### src/rtl/fsab_arbiter.sv
// fsab_arbiter: shares one FSAB master port between two req/ack clients.
// Owns the credit pool, round-robins headers, locks the bus for write bursts, steers fsabi by DID.
module fsab_arbiter #(
    parameter int unsigned FSAB_REQ_HI          = 0,
    parameter int unsigned FSAB_DID_HI          = 4,
    parameter int unsigned FSAB_SUBDID_HI       = 4,
    parameter int unsigned FSAB_ADDR_HI         = 30,
    parameter int unsigned FSAB_LEN_HI          = 2,
    parameter int unsigned FSAB_DATA_HI         = 63,
    parameter int unsigned FSAB_MASK_HI         = 7,
    parameter int unsigned FSAB_CREDITS_HI      = 2,
    parameter int unsigned FSAB_INITIAL_CREDITS = 4,
    parameter int unsigned FSAB_READ            = 0,
    parameter int unsigned FSAB_WRITE           = 1,
    parameter int unsigned C0_DID               = 0,
    parameter int unsigned C1_DID               = 1
) (
    input  logic                      clk,
    input  logic                      Nrst,

    input  logic                      c0_req,
    input  logic [FSAB_REQ_HI:0]      c0_mode,
    input  logic [FSAB_SUBDID_HI:0]   c0_subdid,
    input  logic [FSAB_ADDR_HI:0]     c0_addr,
    input  logic [FSAB_LEN_HI:0]      c0_len,
    input  logic [FSAB_DATA_HI:0]     c0_data,
    input  logic [FSAB_MASK_HI:0]     c0_mask,
    output logic                      c0_ack,
    output logic                      c0_fsabi_valid,

    input  logic                      c1_req,
    input  logic [FSAB_REQ_HI:0]      c1_mode,
    input  logic [FSAB_SUBDID_HI:0]   c1_subdid,
    input  logic [FSAB_ADDR_HI:0]     c1_addr,
    input  logic [FSAB_LEN_HI:0]      c1_len,
    input  logic [FSAB_DATA_HI:0]     c1_data,
    input  logic [FSAB_MASK_HI:0]     c1_mask,
    output logic                      c1_ack,
    output logic                      c1_fsabi_valid,

    output logic                      fsabo_valid,
    output logic [FSAB_REQ_HI:0]      fsabo_mode,
    output logic [FSAB_DID_HI:0]      fsabo_did,
    output logic [FSAB_SUBDID_HI:0]   fsabo_subdid,
    output logic [FSAB_ADDR_HI:0]     fsabo_addr,
    output logic [FSAB_LEN_HI:0]      fsabo_len,
    output logic [FSAB_DATA_HI:0]     fsabo_data,
    output logic [FSAB_MASK_HI:0]     fsabo_mask,
    input  logic                      fsabo_credit,

    input  logic                      fsabi_valid,
    input  logic [FSAB_DID_HI:0]      fsabi_did,
    input  logic [FSAB_SUBDID_HI:0]   fsabi_subdid,
    input  logic [FSAB_DATA_HI:0]     fsabi_data,
    output logic [FSAB_SUBDID_HI:0]   fsabi_subdid_o,
    output logic [FSAB_DATA_HI:0]     fsabi_data_o
);

    localparam int unsigned CR_W   = FSAB_CREDITS_HI + 1;
    localparam int unsigned LEN_W  = FSAB_LEN_HI + 1;
    localparam int unsigned MODE_W = FSAB_REQ_HI + 1;
    localparam int unsigned DID_W  = FSAB_DID_HI + 1;

    localparam logic [CR_W-1:0]   CR_INIT = CR_W'(FSAB_INITIAL_CREDITS);
    localparam logic [MODE_W-1:0] MODE_RD = MODE_W'(FSAB_READ);
    localparam logic [MODE_W-1:0] MODE_WR = MODE_W'(FSAB_WRITE);
    localparam logic [DID_W-1:0]  DID0    = DID_W'(C0_DID);
    localparam logic [DID_W-1:0]  DID1    = DID_W'(C1_DID);
    localparam logic [LEN_W-1:0]  LEN_ONE = LEN_W'(1);

    typedef enum logic [0:0] {
        S_IDLE,
        S_WBURST
    } state_t;

    state_t                  r_state;
    logic [CR_W-1:0]         r_credits;
    logic                    r_last;
    logic                    r_owner;
    logic [LEN_W-1:0]        r_rem;

    logic                    w_idle;
    logic                    w_can_hdr;
    logic                    w_gnt0;
    logic                    w_gnt1;
    logic                    w_bst0;
    logic                    w_bst1;
    logic                    w_hdr;
    logic                    w_beat;
    logic                    w_sel;
    logic [MODE_W-1:0]       w_mode;
    logic [FSAB_SUBDID_HI:0] w_subdid;
    logic [FSAB_ADDR_HI:0]   w_addr;
    logic [LEN_W-1:0]        w_len;
    logic [FSAB_DATA_HI:0]   w_data;
    logic [FSAB_MASK_HI:0]   w_mask;
    logic [DID_W-1:0]        w_did;
    logic [CR_W-1:0]         w_credits_nxt;

    // Header grants use the registered credit count; a tie goes to the client not granted last.
    always_comb begin
        w_idle    = (r_state == S_IDLE);
        w_can_hdr = w_idle && (r_credits != '0);
        w_gnt0    = w_can_hdr && c0_req && (!c1_req || r_last);
        w_gnt1    = w_can_hdr && c1_req && (!c0_req || !r_last);
        w_bst0    = !w_idle && !r_owner && c0_req;
        w_bst1    = !w_idle &&  r_owner && c1_req;
        w_hdr     = w_gnt0 || w_gnt1;
        w_beat    = w_bst0 || w_bst1;
        w_sel     = w_gnt1 || w_bst1;
    end

    always_comb begin
        w_mode   = w_sel ? c1_mode   : c0_mode;
        w_subdid = w_sel ? c1_subdid : c0_subdid;
        w_addr   = w_sel ? c1_addr   : c0_addr;
        w_len    = w_sel ? c1_len    : c0_len;
        w_data   = w_sel ? c1_data   : c0_data;
        w_mask   = w_sel ? c1_mask   : c0_mask;
        w_did    = w_sel ? DID1      : DID0;
    end

    always_comb begin
        w_credits_nxt = r_credits;
        if (w_hdr && !fsabo_credit) begin
            w_credits_nxt = r_credits - 1'b1;
        end else if (fsabo_credit && !w_hdr) begin
            w_credits_nxt = r_credits + 1'b1;
        end
    end

    assign c0_ack = Nrst && (w_gnt0 || w_bst0);
    assign c1_ack = Nrst && (w_gnt1 || w_bst1);

    assign c0_fsabi_valid = fsabi_valid && (fsabi_did == DID0);
    assign c1_fsabi_valid = fsabi_valid && (fsabi_did == DID1);
    assign fsabi_subdid_o = fsabi_subdid;
    assign fsabi_data_o   = fsabi_data;

    always_ff @(posedge clk or negedge Nrst) begin
        if (!Nrst) begin
            r_state      <= S_IDLE;
            r_credits    <= CR_INIT;
            r_last       <= 1'b1;
            r_owner      <= 1'b0;
            r_rem        <= '0;
            fsabo_valid  <= 1'b0;
            fsabo_mode   <= '0;
            fsabo_did    <= '0;
            fsabo_subdid <= '0;
            fsabo_addr   <= '0;
            fsabo_len    <= '0;
            fsabo_data   <= '0;
            fsabo_mask   <= '0;
        end else begin
            r_credits   <= w_credits_nxt;
            fsabo_valid <= w_hdr || w_beat;
            if (w_hdr || w_beat) begin
                fsabo_data <= w_data;
                fsabo_mask <= w_mask;
            end
            // Burst data beats leave the header fields holding the burst's header.
            if (w_hdr) begin
                fsabo_mode   <= w_mode;
                fsabo_did    <= w_did;
                fsabo_subdid <= w_subdid;
                fsabo_addr   <= w_addr;
                fsabo_len    <= w_len;
                r_last       <= w_sel;
            end
            case (r_state)
                S_IDLE: begin
                    if (w_hdr && (w_mode == MODE_WR) && (w_len > LEN_ONE)) begin
                        r_state <= S_WBURST;
                        r_owner <= w_sel;
                        r_rem   <= w_len - LEN_ONE;
                    end
                end
                S_WBURST: begin
                    if (w_beat) begin
                        r_rem <= r_rem - LEN_ONE;
                        if (r_rem == LEN_ONE) begin
                            r_state <= S_IDLE;
                        end
                    end
                end
                default: r_state <= S_IDLE;
            endcase
        end
    end

    always_ff @(posedge clk) begin
        if (Nrst) begin
            if (fsabo_credit && !w_hdr) begin
                assert (r_credits != CR_INIT)
                    else $error("fsab_arbiter: credit return beyond initial pool");
            end
            if (w_hdr && !fsabo_credit) begin
                assert (r_credits != '0)
                    else $error("fsab_arbiter: credit pool underflow");
            end
            if (w_hdr) begin
                assert ((w_mode == MODE_RD) || (w_mode == MODE_WR))
                    else $error("fsab_arbiter: unknown request mode");
            end
            if (fsabi_valid) begin
                assert ((fsabi_did == DID0) || (fsabi_did == DID1))
                    else $error("fsab_arbiter: fsabi beat with unknown DID dropped");
            end
        end
    end

endmodule
### config.mk
export PLATFORM = sky130hd
export DESIGN_NAME = fsab_arbiter
export DESIGN_NICKNAME = d
export VERILOG_FILES = /design/src/rtl/fsab_arbiter.sv
export SDC_FILE = /design/constraint.sdc
export NUM_CORES = 1
export LEC_CHECK = 0
export BUFFER_PORTS_ARGS = -buffer_cell sky130_fd_sc_hd__buf_4
export CORE_AREA = 2 2 192 194
export CTS_BUF_LIST = sky130_fd_sc_hd__clkbuf_2
export DETAILED_ROUTE_END_ITERATION = 10
export DIE_AREA = 0 0 194 196
export PLACE_DENSITY = 0.48
export SETUP_SLACK_MARGIN = 0.15
export SLEW_MARGIN = 10
export SYNTH_ARGS = -nofsm -noshare
export SYNTH_HDL_FRONTEND = slang
export SYNTH_SLANG_ARGS = --single-unit
### constraint.sdc
create_clock -name clk -period 4.8 [get_ports clk]
set_input_delay 1.44 -clock clk [delete_from_list [all_inputs] [get_ports clk]]
set_output_delay 1.44 -clock clk [all_outputs]
set_load 0.03 [all_outputs]
==> results of run 1 <==
==> flip-flops by register name, summed over array words and instances, names as in the netlist <==
name and flops:
fsabo_data 64, fsabo_addr 31, fsabo_mask 8, fsabo_subdid 5, fsabo_len 3, r_credits 3
r_rem 3, fsabo_did 1, fsabo_mode 1, fsabo_valid 1, r_last 1, r_owner 1
r_state 1
==> routing by layer <==
metal  track usage (%)  vias up
li1                  -     2636
met1              12.6     2497
met2              17.5      298
met3              4.85       24
met4              3.93        0
met5                 0        -
==> critical path: cells and delay by family <==
kind / cells / cell delay, ns
buf+inv: 2 / 0.31
simple gates: 2 / 0.27
compound gates: 1 / 0.34
==> cells by family (layout without fill, tap and decap cells) <==
kind of cell | after synthesis | in the layout | synth area share [%]
xor gates and xnor gates | 7 | 7 | 0.958
other | 1 | 4 | 0.0586
muxes | 121 | 121 | 19.2
AOI/OAI and AO/OA | 124 | 124 | 9.89
DFF | 123 | 123 | 48.1
and+or+nand+nor | 146 | 146 | 9.09
buffers and inverters | 119 | 398 | 11.8
adders and majority gates | 4 | 4 | 0.900
==> through the flow <==
step	hold slack, ns	setup WS [ns]	instance area (um^2)	total power (uW)
2_1_floorplan	0.469	0.568	6410	4230
3_3_place_gp	0.462	0.986	9010	5400
3_5_place_dp	0.472	0.982	9010	5450
4_1_cts	0.329	0.982	9260	6230
5_1_grt	0.334	0.851	9260	6560
6_report	0.495	0.994	9260	6100
==> layout by cell type (no fill, tap or decap), drive strengths merged, types with 3 or more instances in the layout <==
cell,instances
clkbuf,20
a21oi,75
ha,3
mux2,6
mux2i,115
clkinv,6
buf,359
o21ai,44
dfrtp,121
xnor2,3
bufinv,4
conb,4
xor2,4
nor3,3
nor2,83
inv,8
nand2,49
==> area by class of cell <==
type | instances | share of cell area (%)
inverters | 8 | 0.324
repair buffers | 359 | 29.3
well taps | 468 | 6.33
clock inverters | 11 | 1.64
clock buffers | 20 | 1.08
multi-input cells | 406 | 28.1
flip-flops and latches | 123 | 33.3
==> path summary, 6_finish.rpt <==
kind	start	to	slack, ns	depth (start not counted)
setup / recovery	c0_req	c1_ack	0.99	5
hold / removal	Nrst	fsabo_mask[1]	0.49	1
setup reg to reg	r_credits[0]	fsabo_data[52]	1.78	7
hold reg to reg	fsabo_addr[22]	fsabo_addr[22]	0.50	2
max in group asynchronous	Nrst	fsabo_addr[4]	3.20	2
min in group clk	fsabo_addr[22]	fsabo_addr[22]	0.50	2
==> power groups by stage <==
stage	sequential (uW)	combinational [uW]	clock, uW
2_1_floorplan	2810	1420	0
3_3_place_gp	1880	3520	0
3_5_place_dp	1900	3550	0
4_1_cts	1880	3540	812
5_1_grt	1950	3760	849
6_report	1870	3480	750
==> results by stage, run 1 <==
Run status:
- The run finished with clean final reports.

Routing:
- For this run, design rule violations remaining after detail routing come to 0.
- The wire length the detailed router placed on met1 is 8310 um.
- In this run, the number of DRC markers left after iteration 0 of detailed routing was 167.
- Routed signal wires occupy layers up through met4.
- Dividing the detail-routed via count by the number of cells gives 3.91.
- The total met3 wirelength after detailed routing is 2040 um.
- The routed length per placed instance is 14.8 um.
- The count of nets left with antenna violations once routing finished came out at 0.
- The final wirelength is 20,600 um.
- The wire length on met2 is 9880 um.
- The total number of vias is 5,455.
- The first detailed-routing pass ran for 4 iterations.

Clock network:
- Clock latency on the worst-skew pair, taken at its later pin, is 0.75 ns.
- The post-CTS repair timing setup buffer count is 0.
- The clock-pin slew reported for the worst setup and hold paths after clock tree synthesis is 0.20 ns.
- Clock tree synthesis found a total of 123 sinks.
- The number of H-tree levels is 4.
- TritonCTS built the clock tree.
- The total of hold buffers inserted after clock tree synthesis is 0.
- The count of cells resized by post-cts repair is 0.
- CTS placed an instance of clkbuf_2 at the clock tree root.
- Clock tree synthesis inserted a total of 17 buffers.
- The largest buffer count on any clock path is 2.

Layout:
- Of the cells placed in the final design, the portion with a size suffix greater than 1 is 42.6%.
- Excluding fillers, the count of instances in the completed layout stands at 1,395.
- Measured on the finished design, the core utilization comes to 25.7%.
- After filler insertion, the fill cell instance count of the layout stands at 3,918.
- The area taken by flip-flops and latches is 3080 um^2.
- The multi-input combinational cells in the finished layout cover a total of 2600 um^2.
- The repair_antennas step left the layout with diodes totalling 0.
- The net count of the finished layout is 1,223.
- The area added between synthesis and finish is 44.7%.

Worst setup path:
- The worst setup path is launched from an input port.
- The critical path capture point type is a primary output.
- The maximum fanout along the worst path is 7.
- Data on the critical path is required at its endpoint by 3.36 ns.
- The most numerous cell type found on the critical path is buf_4.
- At the worst endpoint, the arrival time is 2.37 ns.
- The master of the slowest instance on the critical path is o31a_2.
- The worst setup path is of the input port to primary output kind.
- In this design, the stage delay of the slowest critical-path cell is 0.34 ns.
- The critical path goes through buf_4, and2_1, o31a_2, nor2_1, buf_4.

Global route:
- The number of antenna violations at the first check in global routing is 0.
- The first global-routing pass estimated 31,600 um of wire.
- The largest net degree at the start of global routing is 139.
- After global routing the overflow that remains totals 0.
- The via count of the first global-routing pass is 5,472.
- Global routing consumed, over all layers together, 10.8% of the routing resources.

Power and ir drop:
- In this run, the clock network consumes 12.3% of the power.
- The areal power density over the cells is 659 nW/um^2.
- For this design the static power due to leakage is 0.00488 uW.
- The cell-internal power is 3280 uW.
- The worst-case IR drop observed on VDD is 0.284 mV.
- In this run the power spent charging and discharging nets is 2820 uW.
- The share of total power dissipated in sequential elements is 30.7%.
- Net switching is 46.2% of the power.
- The combinational cell fraction of total power is 57.0%.

Logic synthesis:
- The Yosys step of the flow raised 0 warnings.
- Counting flops with a built-in enable in the synthesized netlist gives 0.
- The most frequently used cell type in the post-synthesis netlist is dfrtp_1.
- The proportion of synthesized flip-flops having asynchronous set or reset is 100%.
- The proportion of synthesized chip area in sequential cells is 48.1%.
- The top-area cell type share of the netlist area is 47.3%.
- After synthesis the netlist holds a flip-flop and latch count of 123.
- Ranked by total cell area, the synthesized netlist is headed by dfrtp_1 (47%), mux2i_1 (18%), buf_4 (9.2%), a21oi_1 (5.9%), nor2_1 (4.9%).
- The average footprint of a synthesized cell is 9.92 um^2.
- In the synthesized netlist, the number of instances is 645.
- After synthesis the cells add up to 6400 um^2.
- The number of distinct library cells after synthesis is 35.
- Of all cell types, the one taking the most synthesized area is dfrtp_1.
- The commonest cells after synthesis are dfrtp_1 (121), mux2i_1 (115), nor2_1 (83).
- The most frequently used flop master after synthesis is dfrtp_1.

STA:
- Setup repair after global routing left no endpoint under its margin.
- The number of endpoints with negative hold slack in the final report came to 0.
- Across the routed clock network, the largest skew measured is 0.0241 ns.
- The minimum clock period is 3.81 ns.
- Setup violations remaining at the end of the flow were counted as 0.
- In this run the tightest slew margin relative to its limit is 37.9%.
- The number of max-slew violations in the final report is 0.
- For the pin with the worst max-slew slack, the measured transition is 0.932 ns.
- Static timing analysis puts the maximum clock frequency at 0.263 GHz.
- The final total negative setup slack is 0 ns.
- After layout, the worst path uses 79.3% of the clock period.

Floorplan:
- The die covers 38,000 um^2.
- The effective utilization at floorplan is 17.7%.
- The total I/O pin count is 495.
- The core outline area is 36,100 um^2.
- The chip height is 196 um.
- Measured along the x axis, the die boundary spans 194 um.
- The site row count is 70.

Placed design:
- Input and output buffers added on the ports amount to 352.
- The post-placement cell count is 1,364.
- The HPWL reported at the end of detailed placement is 15,500 um.
- The routability congestion estimate is 0.740.

Worst hold path:
- The path class of the lowest-slack min-delay path is input port to async pin.

Flow run:
- Across the run, the number of max-cap violations was 0.
Power figures use the tool's default switching activity.
==> run 2: changes to the inputs <==
--- a/config.mk
+++ b/config.mk
@@ -6,11 +6,11 @@
 export NUM_CORES = 1
 export LEC_CHECK = 0
 export BUFFER_PORTS_ARGS = -buffer_cell sky130_fd_sc_hd__buf_4
-export CORE_AREA = 2 2 192 194
+export CORE_AREA = 2 2 191 193
 export CTS_BUF_LIST = sky130_fd_sc_hd__clkbuf_2
 export DETAILED_ROUTE_END_ITERATION = 10
-export DIE_AREA = 0 0 194 196
-export PLACE_DENSITY = 0.48
+export DIE_AREA = 0 0 193 195
+export PLACE_DENSITY = 0.5
 export SETUP_SLACK_MARGIN = 0.15
 export SLEW_MARGIN = 10
 export SYNTH_ARGS = -nofsm -noshare
==> constraint.sdc (replaced) <==
create_clock -name clk -period 3.3 [get_ports clk]
set_input_delay 0.99 -clock clk [delete_from_list [all_inputs] [get_ports clk]]
set_output_delay 0.99 -clock clk [all_outputs]
set_load 0.03 [all_outputs]
==> run 2 against run 1 <==
  * Hold slack got worse by 0.30 ns
  * Die area fell by 1.0%
  * Sequential share of layout area fell by 0.29 points
  * Utilization rose by 0.74 points
  * Clock power rose by 39%
==> results by stage, run 2 (same netlist as run 1, synthesis figures left out) <==
Clock network:
- The total of hold buffers inserted after clock tree synthesis came to 0 (unchanged).
- The CTS tree is done (unchanged).
- The clock-pin slew reported for the worst setup and hold paths after clock tree synthesis came to 0.19 ns (was 0.20 ns).
- The number of H-tree levels is 4 (unchanged).
- The root buffer selected by CTS is clkbuf_2 (unchanged).
- The clock latency on the worst-skew pair came to 0.74 ns (was 0.75 ns).
- The clock sink total is 123 (unchanged).
- The largest buffer count on any clock path is 2 (unchanged).
- The clock buffer count from CTS was 17 (unchanged).

Layout:
- The area taken by flip-flops and latches is 3080 um^2 (about the same).
- The flip-flop count of the largest register, all copies and words added is 64 (unchanged).
- Biggest regs: fsabo_data: 64 flops, fsabo_addr: 31 flops, fsabo_mask: 8 flops (unchanged).
- The number of filler cells placed in the layout is 3,808 (was 3,918).
- The share of layout cells above drive strength 1 is 43.8% (was 42.6%).
- The multi-input combinational cell area is 2640 um^2 (was 2600 um^2).
- The count of antenna diodes in the layout is 0 (unchanged).
- Highest-count cells in the layout ignoring fill and taps: buf_4 (360), dfrtp_1 (120), mux2i_1 (115), nor2_1 (82), a21oi_1 (75) (was buf_4 (357), dfrtp_1 (121), mux2i_1 (115), nor2_1 (83), a21oi_1 (75)).
- The area added between synthesis and finish is 46.0% (was 44.7%).
- The commonest non-fill, non-tap cell in the layout is buf_4 (unchanged).
- The post-layout net count is 1,229 (was 1,223).
- The register with the most flip-flops is fsabo_data (unchanged).

Worst setup path:
- The register-to-register setup slack is 0.89 ns (was 1.78 ns).
- The launch instance of the worst register-to-register path is r_credits[2] (was r_credits[0]).
- The maximum fanout along the worst path is 4 (was 7).
- The critical path class is flip-flop to primary output (was input port to primary output).
- The data arrival time of the critical path came to 1.99 ns (was 2.37 ns).
- The number of cell instances on the worst register-to-register path was 11 (was 7).
- The capture instance of the worst register-to-register path is r_credits[2] (was fsabo_data[52]).
- The critical path capture point type is a primary output (unchanged).
- The critical path launch point is r_state (was c0_req).
- The startpoint kind of the worst setup timing path was a flip-flop (was input port).
- The required arrival time at the worst endpoint is 2.31 ns (was 3.36 ns).

Flow run:
- The max-capacitance violation count is 0 (unchanged).

Routing:
- The via density per instance was 3.90 (was 3.91).
- The number of iterations in the first detailed-routing pass is 7 (was 4).
- The count of nets left with antenna violations after detail routing is 0 (unchanged).
- The final wirelength is 20,700 um (was 20,600 um).
- The starting DRC count in detailed routing is 108 (was 167).
- The total number of vias is 5,431 (was 5,455).
- The remaining routing DRC violations is 0 (unchanged).
- The routed length per placed instance is 14.8 um (about the same).

Power and ir drop:
- The peak ir drop on the vdd network is 0.385 mV (was 0.284 mV).
- The reported leakage power was 0.00494 uW (was 0.00488 uW).
- The areal power density over the cells was 957 nW/um^2 (was 659 nW/um^2).

STA:
- The maximum achievable frequency is 0.336 GHz.
- The minimum clock period is 2.98 ns.
- The number of max-slew violations in the final report came to 0 (unchanged).
- The final setup skew was 0.0250 ns (was 0.0241 ns).
- The final total negative setup slack is 0 ns (unchanged).
- The final worst slack is 0.324 ns (was 0.994 ns).
- The transition at the pin with the smallest max-transition slack came to 0.723 ns (was 0.932 ns).
- Of the available clock period, the critical path in the final layout requires 90.2%.
- The number of endpoints with negative hold slack in the final report is 0 (unchanged).
- The max-slew headroom at the worst pin was 51.8% (was 37.9%).
- Unrepaired setup endpoints after global routing: true (was false).
- The number of failing setup endpoints in the final timing report is 0 (unchanged).

Floorplan:
- The site row count came to 69 (was 70).
- The effective utilization at floorplan is 18.1% (was 17.7%).
- The chip width is 193 um (was 194 um).
- The chip height is 195 um (was 196 um).
- The total I/O pin count came to 495 (unchanged).
- The core outline area was 35,400 um^2 (was 36,100 um^2).
- The area enclosed by the die boundary is 37,600 um^2 (was 38,000 um^2).

Global route:
- The via count of the first global-routing pass came to 5,472 (unchanged).
- The first-pass GRT wire length came to 30,200 um (was 31,600 um).
- The global-route usage over all layers is 10.6% (was 10.8%).
- The largest net degree at the start of global routing is 126 (was 139).
- The total global routing overflow is 0 (unchanged).
- The number of antenna violations at the first check in global routing is 0 (unchanged).

Worst hold path:
- The path class of the lowest-slack min-delay path is input port to async pin (unchanged).

Placed design:
- The HPWL reported at the end of detailed placement is 15,500 um (about the same).
- The routability congestion estimate is 0.750 (was 0.740).
- The pre-CTS setup slack is 0.285 ns (was 0.982 ns).
- The number of I/O port buffers came to 352 (unchanged).

Run status:
- Result of the run: finished clean (unchanged).
==> run 2: worst max-delay path: stages, from the launching register on <==
cell     delay [ns]
dfrtp_2        0.44
buf_4          0.14
buf_4          0.14
nor2b_4        0.13
o21ai_4        0.19
nor2_1         0.06
buf_4          0.16
==> run 2: final cells by class <==
cell class                 instances  share of cell area [%]
timing repair buffer             365                    29.8
sequential                       123                    33.0
clock buffer                      22                    1.18
inverter                           8                   0.321
multi-input combinational        406                    28.2
clock inverter                     9                    1.31
tap                              461                    6.17
==> run 2: what timing repair did <==
item,in CTS,in global routing
resized for setup,5,3
buffers inserted,5,1
pin swaps,2,2
endpoints found under the setup margin,2,2
==> run 2: worst max-delay path by stage <==
stage,endpoint,slack [ns],cells past startpoint
after floorplan,c1_ack,0.16,6
after global placement,c1_ack,0.31,5
after detailed placement,c1_ack,0.29,5
after CTS,c0_ack,0.12,5
after global routing,c0_ack,0.07,6
final,c0_ack,0.32,6
==> run 2: power by group <==
group          total (uW)  switching (uW)  leakage [uW]  internal (uW)
Clock                1040             611      0.000145            426
Combinational        5160            3080       0.00336           2080
Sequential           2740             465       0.00143           2280
==> run 2: layer usage <==
metal | track usage [%] | wire (um) | vias to the layer above
li1 | - | - | 2656
met1 | 11.9 | 8040 | 2427
met5 | 0 | 0 | -
met2 | 17.3 | 9600 | 319
met4 | 4.35 | 489 | 0
met3 | 5.14 | 2540 | 29
==> run 2: through the flow <==
step,area (um^2),hold slack (ns),total power (uW),std cells,utilization [%]
CTS,9330,0.0301,9100,1393,26.3
finish,9340,0.198,8940,1394,26.4
detailed placement,9030,0.472,7940,1357,25.5
global route,9340,0.0278,9640,1394,26.4
floorplan,6420,0.469,6150,648,-
global placement,9030,0.463,7880,1357,25.5
==> run 3: changes to the inputs <==
--- a/config.mk
+++ b/config.mk
@@ -11,6 +11,7 @@
 export DETAILED_ROUTE_END_ITERATION = 10
 export DIE_AREA = 0 0 193 195
 export PLACE_DENSITY = 0.5
+export REMOVE_ABC_BUFFERS = 1
 export SETUP_SLACK_MARGIN = 0.15
 export SLEW_MARGIN = 10
 export SYNTH_ARGS = -nofsm -noshare
==> run 3 against run 2 <==
  * Sequential share of layout area hardly changed
  * Utilization hardly changed
  * Design area grew 0.12%
  * Via count grew 4.4%
  * Setup slack worse by 0.0099 ns
  * Sequential power barely moved
  * Non-clock buffer count unchanged
  * Global-route usage rose by 3.6 points
  * Clock power hardly changed
  * Critical path type unchanged
==> results by stage, run 3 (same netlist as run 1, synthesis figures left out) <==
Power and ir drop:
- The share of power burned in the clock network was 11.1% (was 11.6%).
- The switching power total is 4280 uW (was 4160 uW).
- The areal power density over the cells came to 969 nW/um^2 (was 957 nW/um^2).
- The portion of total power attributed to sequential cells is 30.0% (was 30.7%).
- The combinational cell fraction of total power was 58.9% (was 57.7%).
- The reported leakage power is 0.00494 uW (about the same).
- The switching share of power is 47.2% (was 46.5%).
- The cell-internal power is 4780 uW (about the same).
- The power after layout is 9060 uW (was 8940 uW).
- The peak ir drop on the vdd network is 0.435 mV (was 0.385 mV).

Clock network:
- The total of hold buffers inserted after clock tree synthesis is 0 (unchanged).
- The root buffer selected by CTS is clkbuf_2 (unchanged).
- The largest buffer count on any clock path came to 2 (unchanged).
- The clock buffer count from CTS is 17 (unchanged).
- The clock latency on the worst-skew pair is 0.77 ns (was 0.74 ns).
- The clock-pin slew reported for the worst setup and hold paths after clock tree synthesis is 0.22 ns (was 0.19 ns).
- The clock sink total came to 123 (unchanged).
- The number of H-tree levels was 4 (unchanged).
- The CTS tree is done (unchanged).

Global route:
- The global-route usage over all layers was 14.2% (was 10.6%).
- The total global routing overflow is 0 (unchanged).
- The first-pass GRT wire length is 37,800 um (was 30,200 um).
- The largest net degree at the start of global routing is 125 (was 126).
- The number of antenna violations at the first check in global routing is 1 (was 0).
- The via count of the first global-routing pass came to 5,595 (was 5,472).

Routing:
- The number of iterations in the first detailed-routing pass was 4 (was 7).
- The remaining routing DRC violations was 0 (unchanged).
- The final wirelength is 27,300 um (was 20,700 um).
- The routed length per placed instance is 19.6 um (was 14.8 um).
- The count of nets left with antenna violations after detail routing is 0 (unchanged).
- The starting DRC count in detailed routing was 184 (was 108).
- The via density per instance is 4.07 (was 3.90).
- The total number of vias is 5,671 (was 5,431).

Placed design:
- The routability congestion estimate is 0.743 (was 0.750).
- The post-placement cell count is 1,355 (was 1,357).
- The pre-CTS setup slack was 0.250 ns (was 0.285 ns).
- The number of I/O port buffers is 352 (unchanged).
- The HPWL reported at the end of detailed placement is 21,100 um (was 15,500 um).

Layout:
- The non-filler instance count after layout is 1,395 (was 1,394).
- The flip-flop count of the largest register, all copies and words added came to 64 (unchanged).
- The area added between synthesis and finish came to 46.2% (was 46.0%).
- Biggest regs: fsabo_data: 64 flops, fsabo_addr: 31 flops, fsabo_mask: 8 flops (unchanged).
- The post-layout net count is 1,229 (unchanged).
- The commonest non-fill, non-tap cell in the layout is buf_4 (unchanged).
- The share of layout cells above drive strength 1 is 43.4% (was 43.8%).
- The register with the most flip-flops is fsabo_data (unchanged).
- Highest-count cells in the layout ignoring fill and taps: buf_4 (359), dfrtp_1 (120), mux2i_1 (115), nor2_1 (82), a21oi_1 (75) (was buf_4 (360), dfrtp_1 (120), mux2i_1 (115), nor2_1 (82), a21oi_1 (75)).

STA:
- The final worst slack is 0.314 ns (was 0.324 ns).
- The maximum achievable frequency is 0.335 GHz (was 0.336 GHz).
- The number of max-slew violations in the final report is 0 (unchanged).
- The max-slew headroom at the worst pin is 52.1% (was 51.8%).
- The minimum clock period came to 2.99 ns (was 2.98 ns).
- Unrepaired setup endpoints after global routing: true (unchanged).
- The transition at the pin with the smallest max-transition slack is 0.719 ns (was 0.723 ns).
- The share of the clock period used by the worst path after layout came to 90.5% (was 90.2%).
- The number of endpoints with negative hold slack in the final report is 0 (unchanged).
- The final setup skew is 0.0498 ns (was 0.0250 ns).
- The number of failing setup endpoints in the final timing report is 0 (unchanged).

Floorplan:
- The chip width was 193 um (unchanged).
- The chip height is 195 um (unchanged).
- The total I/O pin count came to 495 (unchanged).
- The effective utilization at floorplan is 18.1% (unchanged).
- The core outline area came to 35,400 um^2 (unchanged).
- The site row count was 69 (unchanged).
- The area enclosed by the die boundary is 37,600 um^2 (unchanged).

Flow run:
- The max-capacitance violation count is 0 (unchanged).

Run status:
- Result of the run: finished clean (unchanged).

Worst setup path:
- The critical path capture point type was a primary output (unchanged).
- The required arrival time at the worst endpoint came to 2.31 ns (about the same).
- The startpoint kind of the worst setup timing path is a flip-flop (unchanged).
- The maximum fanout along the worst path is 3 (was 4).
- The register-to-register setup slack is 0.92 ns (was 0.89 ns).
- The data arrival time of the critical path is 2.00 ns (was 1.99 ns).
- The critical path class is flip-flop to primary output (unchanged).

Worst hold path:
- The path class of the lowest-slack min-delay path is input port to async pin (unchanged).
[run 3: final timing paths]
check / start / depth (start not counted) / to
min in group clk: c0_req / 2 / r_last
worst max-delay path: r_state / 6 / c1_ack
worst min register to register: fsabo_addr[15] / 2 / fsabo_addr[15]
worst max register to register: r_credits[2] / 11 / r_credits[2]
worst min-delay path: Nrst / 2 / fsabo_data[16]
max in group asynchronous: Nrst / 2 / fsabo_addr[5]
[run 3: power by group through the flow]
| stage | Combinational [uW] | Sequential (uW) | Clock, uW |
|---|---|---|---|
| 5_1_grt | 5800 | 2820 | 1150 |
| 4_1_cts | 5440 | 2730 | 1100 |
| 3_3_place_gp | 5300 | 2740 | 0 |
| 6_report | 5340 | 2720 | 1010 |
| 2_1_floorplan | 2120 | 4100 | 0 |
| 3_5_place_dp | 5340 | 2760 | 0 |
[run 3: layout make-up]
cell class / instances / area [um^2]
well taps: 461 / 577
repair buffers: 365 / 2810
flip-flops and latches: 123 / 3080
clock inverters: 12 / 130
clock buffers: 19 / 95.1
fillers: 3842 / 26000
diodes: 1 / 2.50
inverters: 8 / 30.0
multi-input cells: 406 / 2630
[run 3: timing repair]
item / in CTS / in global routing
resized for setup: 7 / 0
pin swaps: 2 / 0
buffers inserted: 8 / 0
endpoints found under the setup margin: 2 / 2
[run 3: stage by stage]
| step | hold slack, ns | utilization [%] | area, um^2 | TNS, ns |
|---|---|---|---|---|
| 2_1_floorplan | 0.469 | - | 5690 | -376.05 |
| 3_3_place_gp | 0.463 | 25.5 | 9030 | 0 |
| 3_5_place_dp | 0.472 | 25.5 | 9030 | 0 |
| 4_1_cts | 0.166 | 26.4 | 9350 | 0 |
| 5_1_grt | 0.177 | 26.4 | 9360 | 0 |
| 6_report | 0.269 | 26.4 | 9360 | 0 |
[run 3: routing by layer]
layer | wire length, um | up-vias | GRT usage, % | part of all wire [%]
li1 | - | 2656 | - | -
met1 | 10900 | 2581 | 16.3 | 40
met2 | 10300 | 400 | 18.2 | 38
met3 | 5430 | 26 | 13.6 | 20
met4 | 262 | 8 | 3.23 | 0.96
met5 | 395 | - | 7.69 | 1.4
[run 3: worst max-delay path: stages (launching register included)]
cell and delay, ns:
dfrtp_2 0.46, buf_4 0.14, buf_4 0.13, nand3_1 0.12, o31a_4 0.19, nor2_2 0.04
buf_4 0.16
